File: src/rtl/word_buf_pkg.sv
`default_nettype none
// ============================================================================
// Module      : word_buf_pkg
// Description : Shared types and constants for the word skid buffer.
// Revision    : 1.0
// ============================================================================
package word_buf_pkg;

   localparam int DATA_WIDTH_DEFAULT = 32;

   typedef enum logic [1:0] {
      EMPTY = 2'd0,
      BUSY  = 2'd1,
      FULL  = 2'd2
   } skid_state_t;

   function automatic logic [1:0] state_count(input skid_state_t s);
      logic [1:0] n;
      n = 2'd0;
      case (s)
         EMPTY:   n = 2'd0;
         BUSY:    n = 2'd1;
         FULL:    n = 2'd2;
         default: n = 2'd0;
      endcase
      return n;
   endfunction

endpackage
`default_nettype wire

File: src/rtl/skid_data_reg.sv
`default_nettype none
// ============================================================================
// Module      : skid_data_reg
// Description : Enable-loaded data register, async active-low reset to zero.
// Revision    : 1.0
// ============================================================================
module skid_data_reg
   import word_buf_pkg::*;
#(
   parameter int DATA_WIDTH = DATA_WIDTH_DEFAULT
) (
   input  logic                  clk,
   input  logic                  n_rst,
   input  logic                  load,
   input  logic [DATA_WIDTH-1:0] d,
   output logic [DATA_WIDTH-1:0] q
);

   logic [DATA_WIDTH-1:0] r_q;

   always_ff @(posedge clk or negedge n_rst) begin
      if (!n_rst) begin
         r_q <= '0;
      end else if (load) begin
         r_q <= d;
      end
   end

   assign q = r_q;

endmodule
`default_nettype wire

File: src/rtl/word_skid_buffer.sv
`default_nettype none
// ============================================================================
// Module      : word_skid_buffer
// Description : Two-entry elastic buffer on valid/ready with registered outputs.
// Revision    : 1.0
// ============================================================================
module word_skid_buffer
   import word_buf_pkg::*;
#(
   parameter int DATA_WIDTH = DATA_WIDTH_DEFAULT
) (
   input  logic                  clk,
   input  logic                  n_rst,
   input  logic                  clear,
   input  logic [DATA_WIDTH-1:0] in_data,
   input  logic                  in_valid,
   output logic                  in_ready,
   output logic [DATA_WIDTH-1:0] out_data,
   output logic                  out_valid,
   input  logic                  out_ready,
   output logic [1:0]            count
);

   skid_state_t           r_state;
   skid_state_t           w_next_state;
   logic                  r_started;
   logic                  r_in_ready;
   logic                  r_out_valid;
   logic [1:0]            r_count;
   logic                  w_in_fire;
   logic                  w_out_fire;
   logic                  w_main_load;
   logic                  w_skid_load;
   logic [DATA_WIDTH-1:0] w_main_d;
   logic [DATA_WIDTH-1:0] w_main_q;
   logic [DATA_WIDTH-1:0] w_skid_q;

   assign w_in_fire  = in_valid & r_in_ready;
   assign w_out_fire = r_out_valid & out_ready;

   always_comb begin
      w_next_state = r_state;
      w_main_load  = 1'b0;
      w_skid_load  = 1'b0;
      w_main_d     = in_data;
      case (r_state)
         EMPTY: begin
            if (w_in_fire) begin
               w_main_load  = 1'b1;
               w_next_state = BUSY;
            end
         end
         BUSY: begin
            if (w_in_fire && w_out_fire) begin
               w_main_load = 1'b1;
            end else if (w_in_fire) begin
               w_skid_load  = 1'b1;
               w_next_state = FULL;
            end else if (w_out_fire) begin
               w_next_state = EMPTY;
            end
         end
         FULL: begin
            if (w_out_fire) begin
               w_main_load  = 1'b1;
               w_main_d     = w_skid_q;
               w_next_state = BUSY;
            end
         end
         default: w_next_state = EMPTY;
      endcase
      // Flush wins over any fire and leaves the data registers untouched.
      if (clear) begin
         w_next_state = EMPTY;
         w_main_load  = 1'b0;
         w_skid_load  = 1'b0;
      end
   end

   // Handshake outputs are registered from the next state so no comb path exists.
   always_ff @(posedge clk or negedge n_rst) begin
      if (!n_rst) begin
         r_state     <= EMPTY;
         r_started   <= 1'b0;
         r_in_ready  <= 1'b0;
         r_out_valid <= 1'b0;
         r_count     <= 2'd0;
      end else begin
         r_state     <= w_next_state;
         r_started   <= 1'b1;
         r_in_ready  <= (w_next_state != FULL);
         r_out_valid <= (w_next_state != EMPTY);
         r_count     <= state_count(w_next_state);
      end
   end

   skid_data_reg #(.DATA_WIDTH(DATA_WIDTH)) u_main_reg (
      .clk   (clk),
      .n_rst (n_rst),
      .load  (w_main_load),
      .d     (w_main_d),
      .q     (w_main_q)
   );

   skid_data_reg #(.DATA_WIDTH(DATA_WIDTH)) u_skid_reg (
      .clk   (clk),
      .n_rst (n_rst),
      .load  (w_skid_load),
      .d     (in_data),
      .q     (w_skid_q)
   );

   assign in_ready  = r_in_ready & r_started;
   assign out_valid = r_out_valid;
   assign out_data  = w_main_q;
   assign count     = r_count;

endmodule
`default_nettype wire

File: config.mk
export PLATFORM = sky130hd
export DESIGN_NAME = word_skid_buffer
export DESIGN_NICKNAME = d
export VERILOG_FILES = /design/src/rtl/word_buf_pkg.sv /design/src/rtl/skid_data_reg.sv /design/src/rtl/word_skid_buffer.sv
export SDC_FILE = /design/constraint.sdc
export NUM_CORES = 1
export LEC_CHECK = 0
export ABC_AREA = 1
export CAP_MARGIN = 30
export CELL_PAD_IN_SITES_DETAIL_PLACEMENT = 1
export CELL_PAD_IN_SITES_GLOBAL_PLACEMENT = 1
export CORE_MARGIN = 2
export CORE_UTILIZATION = 35
export DETAILED_ROUTE_END_ITERATION = 16
export PLACE_DENSITY = 0.85
export SETUP_SLACK_MARGIN = 0.5
export SYNTH_ARGS = -nofsm -noshare
export SYNTH_HDL_FRONTEND = slang
export SYNTH_SLANG_ARGS = --single-unit
File: constraint.sdc
create_clock -name clk -period 1.38 [get_ports clk]
set_input_delay 0.207 -clock clk [delete_from_list [all_inputs] [get_ports clk]]
set_output_delay 0.207 -clock clk [all_outputs]
set_load 0.01 [all_outputs]
# Word level (Yosys, flattened, before mapping)
# Index checks and enable logic that the tools add are counted.
# word_totals
regBits	71
out_inout_bits	36
# op_classes
eq_ne	5
muxes	18
n_bitwise	3
n_reduce_logical	3
# ops
operator	n
two-way mux 32 bit	2
two-way mux 2 bit	6
two-way mux 1 bit	7
case mux 2 bit (3 select lines)	1
equality test 2 x 1 -> 1 bit, second input constant	2
equality test 2 bit, second input constant	2
case mux 2 bit (2 select lines)	1
AND 1 bit	3
case mux 1 bit (3 select lines)	1
zero test 2 bit	1
inequality test 2 bit, second input constant	1
nonzero test 2 bit	1
logical AND 1 bit	1

# Longest topological paths before layout
# logic_depth
ltp_word	8
ltp_mapped	8

# By module
# A second synthesis with hierarchy kept.
# hier_totals
cells_unflattened	419
area_unflattened_um2	3331.9
# modules_own_cells
mod	n_inst	cells_per_inst	area_each_um2	seq_area_each_um2
skid_data_reg	2	136	1292.5	800.8
word_skid_buffer	1	147	747.0	175.2

# Worst setup path after synthesis
# Ideal clock, no wire load.
# synth_path
path_type	register -> register
start	register r_out_valid (netlist: out_valid)
end	register u_skid_reg.r_q[10] (netlist: u_skid_reg.q[10])
setup_time_ps	116
t_arrival_ps	1163
path_slack_ps	101
path_stages_with_launch	8
path_buffers	1
period_less_slack_ps	1279
cell_sequence	dfrtp_1 > nand2_1 > inv_1 > nor2_2 > nand2_2 > buf_6 > nand2_1 > nand2_1
# synth_via
elab_chain_cells	5
# synth_rtl
element	line_no	source
from (decl)	word_skid_buffer.sv:28	logic r_out_valid;
from (signal assigned)	word_skid_buffer.sv:92	r_out_valid <= (w_next_state != EMPTY);
AND 1 bit	word_skid_buffer.sv:39	assign w_out_fire = r_out_valid & out_ready;
logical AND 1 bit	word_skid_buffer.sv:54	if (w_in_fire && w_out_fire) begin
two-way mux 1 bit	word_skid_buffer.sv:54	
two-way mux 1 bit	word_skid_buffer.sv:46	case (r_state)
two-way mux 1 bit	word_skid_buffer.sv:73	if (clear) begin
to (signal assigned)	skid_data_reg.sv:23	r_q <= '0;
to (signal assigned)	skid_data_reg.sv:25	r_q <= d;
to (decl)	skid_data_reg.sv:19	logic [DATA_WIDTH-1:0] r_q;
# No other way between the ends.
# A chain may end at the register's enable or synchronous reset.

# Worst setup path after layout
# layout_path
start	register r_state[0]
end	register u_main_reg.r_q[9] (netlist: u_main_reg.q[9])
# layout_via
elab_chain_cells	3
word_cells_on_any_way	6
classes_between	eq/ne: 2; mux: 3; reduce/logical: 1
# layout_rtl
element	line_no	source
from (decl)	word_skid_buffer.sv:24	skid_state_t r_state;
from (signal assigned)	word_skid_buffer.sv:89	r_state <= w_next_state;
equality test 2 bit, or another cell as far along	word_skid_buffer.sv:46	
case mux 1 bit (3 select lines)	word_skid_buffer.sv:46	
two-way mux 1 bit	word_skid_buffer.sv:73	
to (signal assigned)	skid_data_reg.sv:23	
to (signal assigned)	skid_data_reg.sv:25	
to (decl)	skid_data_reg.sv:19	
# Several ways; a longest one is shown, not always the timed one.

==> results.py <==
metrics = {
    "global_route": {
        "grtUsageTotal": 0.2009,
        "initial_antenna_violation_count": 0,
        "grt_pass1_vias": 3359,
        "grt_pass1_wl_mm": 15.98,
        "maximum_number_of_pins_on_one_net_before_global_route_repair": 36,
        "aggregate_global_routing_overflow": 0,
    },
    "cts": {
        "cts_buffers": 9,
        "cts_tree": "built",
        "clock_sinks": 71,
        "clk_tree_root_cell": "sky130_fd_sc_hd__clkbuf_8",
        "worst_skew_pair_later_pin_latency_ns": 0.37,
        "cts-htree-levels": 3,
        "clock_tree.buffer_depth": 2,
        "clk_pin_slew_worst_paths_ns": 0.09,
    },
    "yosys": {
        "synth.net_count": 454,
        "synth_cells": 417,
        "synth.avg_cell_area_um2": 7.720,
        "synth_seq_cells": 71,
        "synth-seq-area-share": 0.5519,
        "yosys.cell_types.count": 15,
        "synthesis.area_um2": 3219,
        "yosysWarningCount": 0,
    },
    "route": {
        "drt_total_wl_mm": 14.05,
        "drt-pass1-iter-count": 4,
        "routed-via-count": 3508,
        "per_cell_via_count_in_the_routed_design": 5.291,
        "route.antenna.remaining_nets": 0,
        "wl_per_cell_um": 21.18,
        "first_iter_violations": 199,
        "drc_errors": 0,
    },
    "sta": {
        "finalSetupViolations": 54,
        "timing.final.max_slew_violations": 0,
        "worst_slack_ns": -0.1194,
        "fmaxAchievable_mhz": 666.9,
        "share_of_the_clock_period_used_by_the_worst_path_after_layout": 1.087,
        "timing_hold_violations_final": 29,
        "period_minus_slack_ns": 1.499,
        "holdWs_ns": -0.2118,
        "grt_setup_unrepaired": "true",
        "final.setup_skew_ns": 0.01668,
    },
    "worst_setup_path": {
        "worstPathArrival_ns": 1.79,
        "critPathLaunchType": "register",
        "timing.setup.critical_path_class": "register to register",
        "cp_max_fo": 6,
        "setup.reg_to_reg.worst_slack_ns": -0.12,
        "critical_path.endpoint_type": "register",
        "required_time_at_the_worst_slack_endpoint_ns": 1.67,
    },
    "placement": {
        "post-place-cells": 593,
        "io_buffers": 72,
        "detailed_place_hpwl_mm": 6.357,
        "pre_cts_ws_ns": -0.2276,
        "gp_congestion": 0.7928,
    },
    "worst_hold_path": {
        "hold_path.class": "input port to async pin",
    },
    "die": {
        "floorplan.rows": 34,
        "die_area_um2": 9981,
        "design.portCount": 73,
        "die-width_um": 99.91,
        "starting_density_of_the_core": 0.3656,
        "die_y_um": 99.91,
        "core_region_area_um2": 8806,
    },
    "status": {
        "violated_checks": "negative hold slack, negative setup slack",
        "status": "finished with violations",
    },
    "layout": {
        "fillCellCount": 1043,
        "register_area_um2": 1779,
        "syn_to_final_growth_pct": 61.60,
        "nNetsFinal": 587,
        "post_route_cells_drive_above_1_share": 0.4198,
        "layout.cells.most_common": "sky130_fd_sc_hd__nand2_1",
        "num_antenna_cells": 0,
        "finalNonFillerCells": 663,
        "multi_input_comb_area_um2": 1625,
        "top_library_cells_by_usage_in_the_layout_fill_and_taps_aside": "177 x sky130_fd_sc_hd__nand2_1, 78 x sky130_fd_sc_hd__nand2_2, 69 x sky130_fd_sc_hd__dfrtp_1",
    },
    "pwr": {
        "leakage_nw": 2.779,
        "power_per_standard_cell_area_nw_per_um2": 1506,
        "ir_drop_uv": 807.4,
    },
    "run": {
        "maxCapViolations": 0,
    },
}
==> metal layers <==
layer  routed length (um)  GRT usage
met5                    0          0
met4                  518    0.04953
met3                  767    0.02855
met2                 7443     0.3747
met1                 5315     0.2438
==> registers in the layout (all words and copies together) (netlist names) <==
register,cells
u_main_reg.q,32
u_skid_reg.q,32
count,2
r_state,2
out_valid,1
r_in_ready,1
r_started,1
==> cell type report <==
class | instances | share of cell area
Sequential cell | 71 | 0.3420
Multi-Input combinational cell | 316 | 0.3124
Timing Repair Buffer | 143 | 0.2747
Clock buffer | 10 | 0.02646
Tap cell | 108 | 0.02597
Clock inverter | 6 | 0.01154
Inverter | 9 | 0.006975
==> per-stage QoR <==
stage	hold slack [ns]	power (mW)	utilization	area, um^2	setup TNS (ns)
after global placement	0.1875	5.054	0.4731	4167	-9.199
after floorplan	-0.08859	4.088	-	3243	0
after global routing	-0.1927	8.215	0.5908	5202	-7.404
final	-0.2118	7.836	0.5908	5202	-2.194
after CTS	-0.1771	6.784	0.4933	4344	0
after detailed placement	0.1864	5.182	0.4731	4167	-11.81
==> critical path: stages, from the launching register on <==
cell and delay (ns):
sky130_fd_sc_hd__dfrtp_2 0.48, sky130_fd_sc_hd__inv_2 0.08, sky130_fd_sc_hd__nand2_2 0.06, sky130_fd_sc_hd__nor2_4 0.16
sky130_fd_sc_hd__buf_8 0.18, sky130_fd_sc_hd__buf_12 0.12, sky130_fd_sc_hd__nand2_1 0.08, sky130_fd_sc_hd__nand2_1 0.12
sky130_fd_sc_hd__nand2_1 0.08, sky130_fd_sc_hd__nand2_1 0.08
==> synthesized netlist by cell type <==
cell,count,share of area
sky130_fd_sc_hd__buf_4,9,0.021
sky130_fd_sc_hd__nand2_2,3,0.0058
sky130_fd_sc_hd__nor2_4,2,0.0070
sky130_fd_sc_hd__conb_1,1,0.0012
sky130_fd_sc_hd__buf_2,9,0.014
sky130_fd_sc_hd__nor2_2,3,0.0058
sky130_fd_sc_hd__o21ai_1,1,0.0016
sky130_fd_sc_hd__nand3_1,34,0.053
sky130_fd_sc_hd__inv_2,1,0.0012
sky130_fd_sc_hd__dfrtp_1,71,0.55
sky130_fd_sc_hd__nor2_1,2,0.0023
sky130_fd_sc_hd__nand2_1,268,0.31
sky130_fd_sc_hd__buf_6,3,0.010
sky130_fd_sc_hd__a21oi_1,2,0.0031
sky130_fd_sc_hd__inv_1,8,0.0093
==> final timing paths <==
kind                                              start                            to  cells past startpoint
min in group clk                            in_data[31]  u_skid_reg.q[31]$_DFFE_PN0P_                      3
max                                r_state[0]$_DFF_PN0_   u_main_reg.q[9]$_DFFE_PN0P_                      9
max in group asynchronous                         n_rst          r_state[1]$_DFF_PN0_                      2
max reg2reg                        r_state[0]$_DFF_PN0_   u_main_reg.q[9]$_DFFE_PN0P_                      9
min reg2reg                u_skid_reg.q[18]$_DFFE_PN0P_  u_skid_reg.q[18]$_DFFE_PN0P_                      2
min                                               n_rst   u_skid_reg.q[7]$_DFFE_PN0P_                      1
==> report_power, final <==
| group | switching, mW | internal [mW] | total (mW) |
|---|---|---|---|
| clock | 0.889 | 0.875 | 1.76 |
| combinational | 1.36 | 1.33 | 2.69 |
| sequential | 0.588 | 2.80 | 3.39 |
==> cells by family (layout without fill, tap and decap cells) <==
group           after synthesis  in the layout  share of synthesized area
buf+inv                      30            168                    0.05596
compound gates                3              3                   0.004662
simple gates                312            312                     0.3863
other cells                   1              1                   0.001165
flops                        71             71                     0.5519
==> timing repair <==
action,in CTS,in global routing
cloned,0,14
endpoints found under the hold margin,29,29
endpoints found under the setup margin,106,106
pin swaps,1,40
setup buffers,17,23
gates resized for setup,148,130
Note: power is estimated with default switching activity, not from simulation.
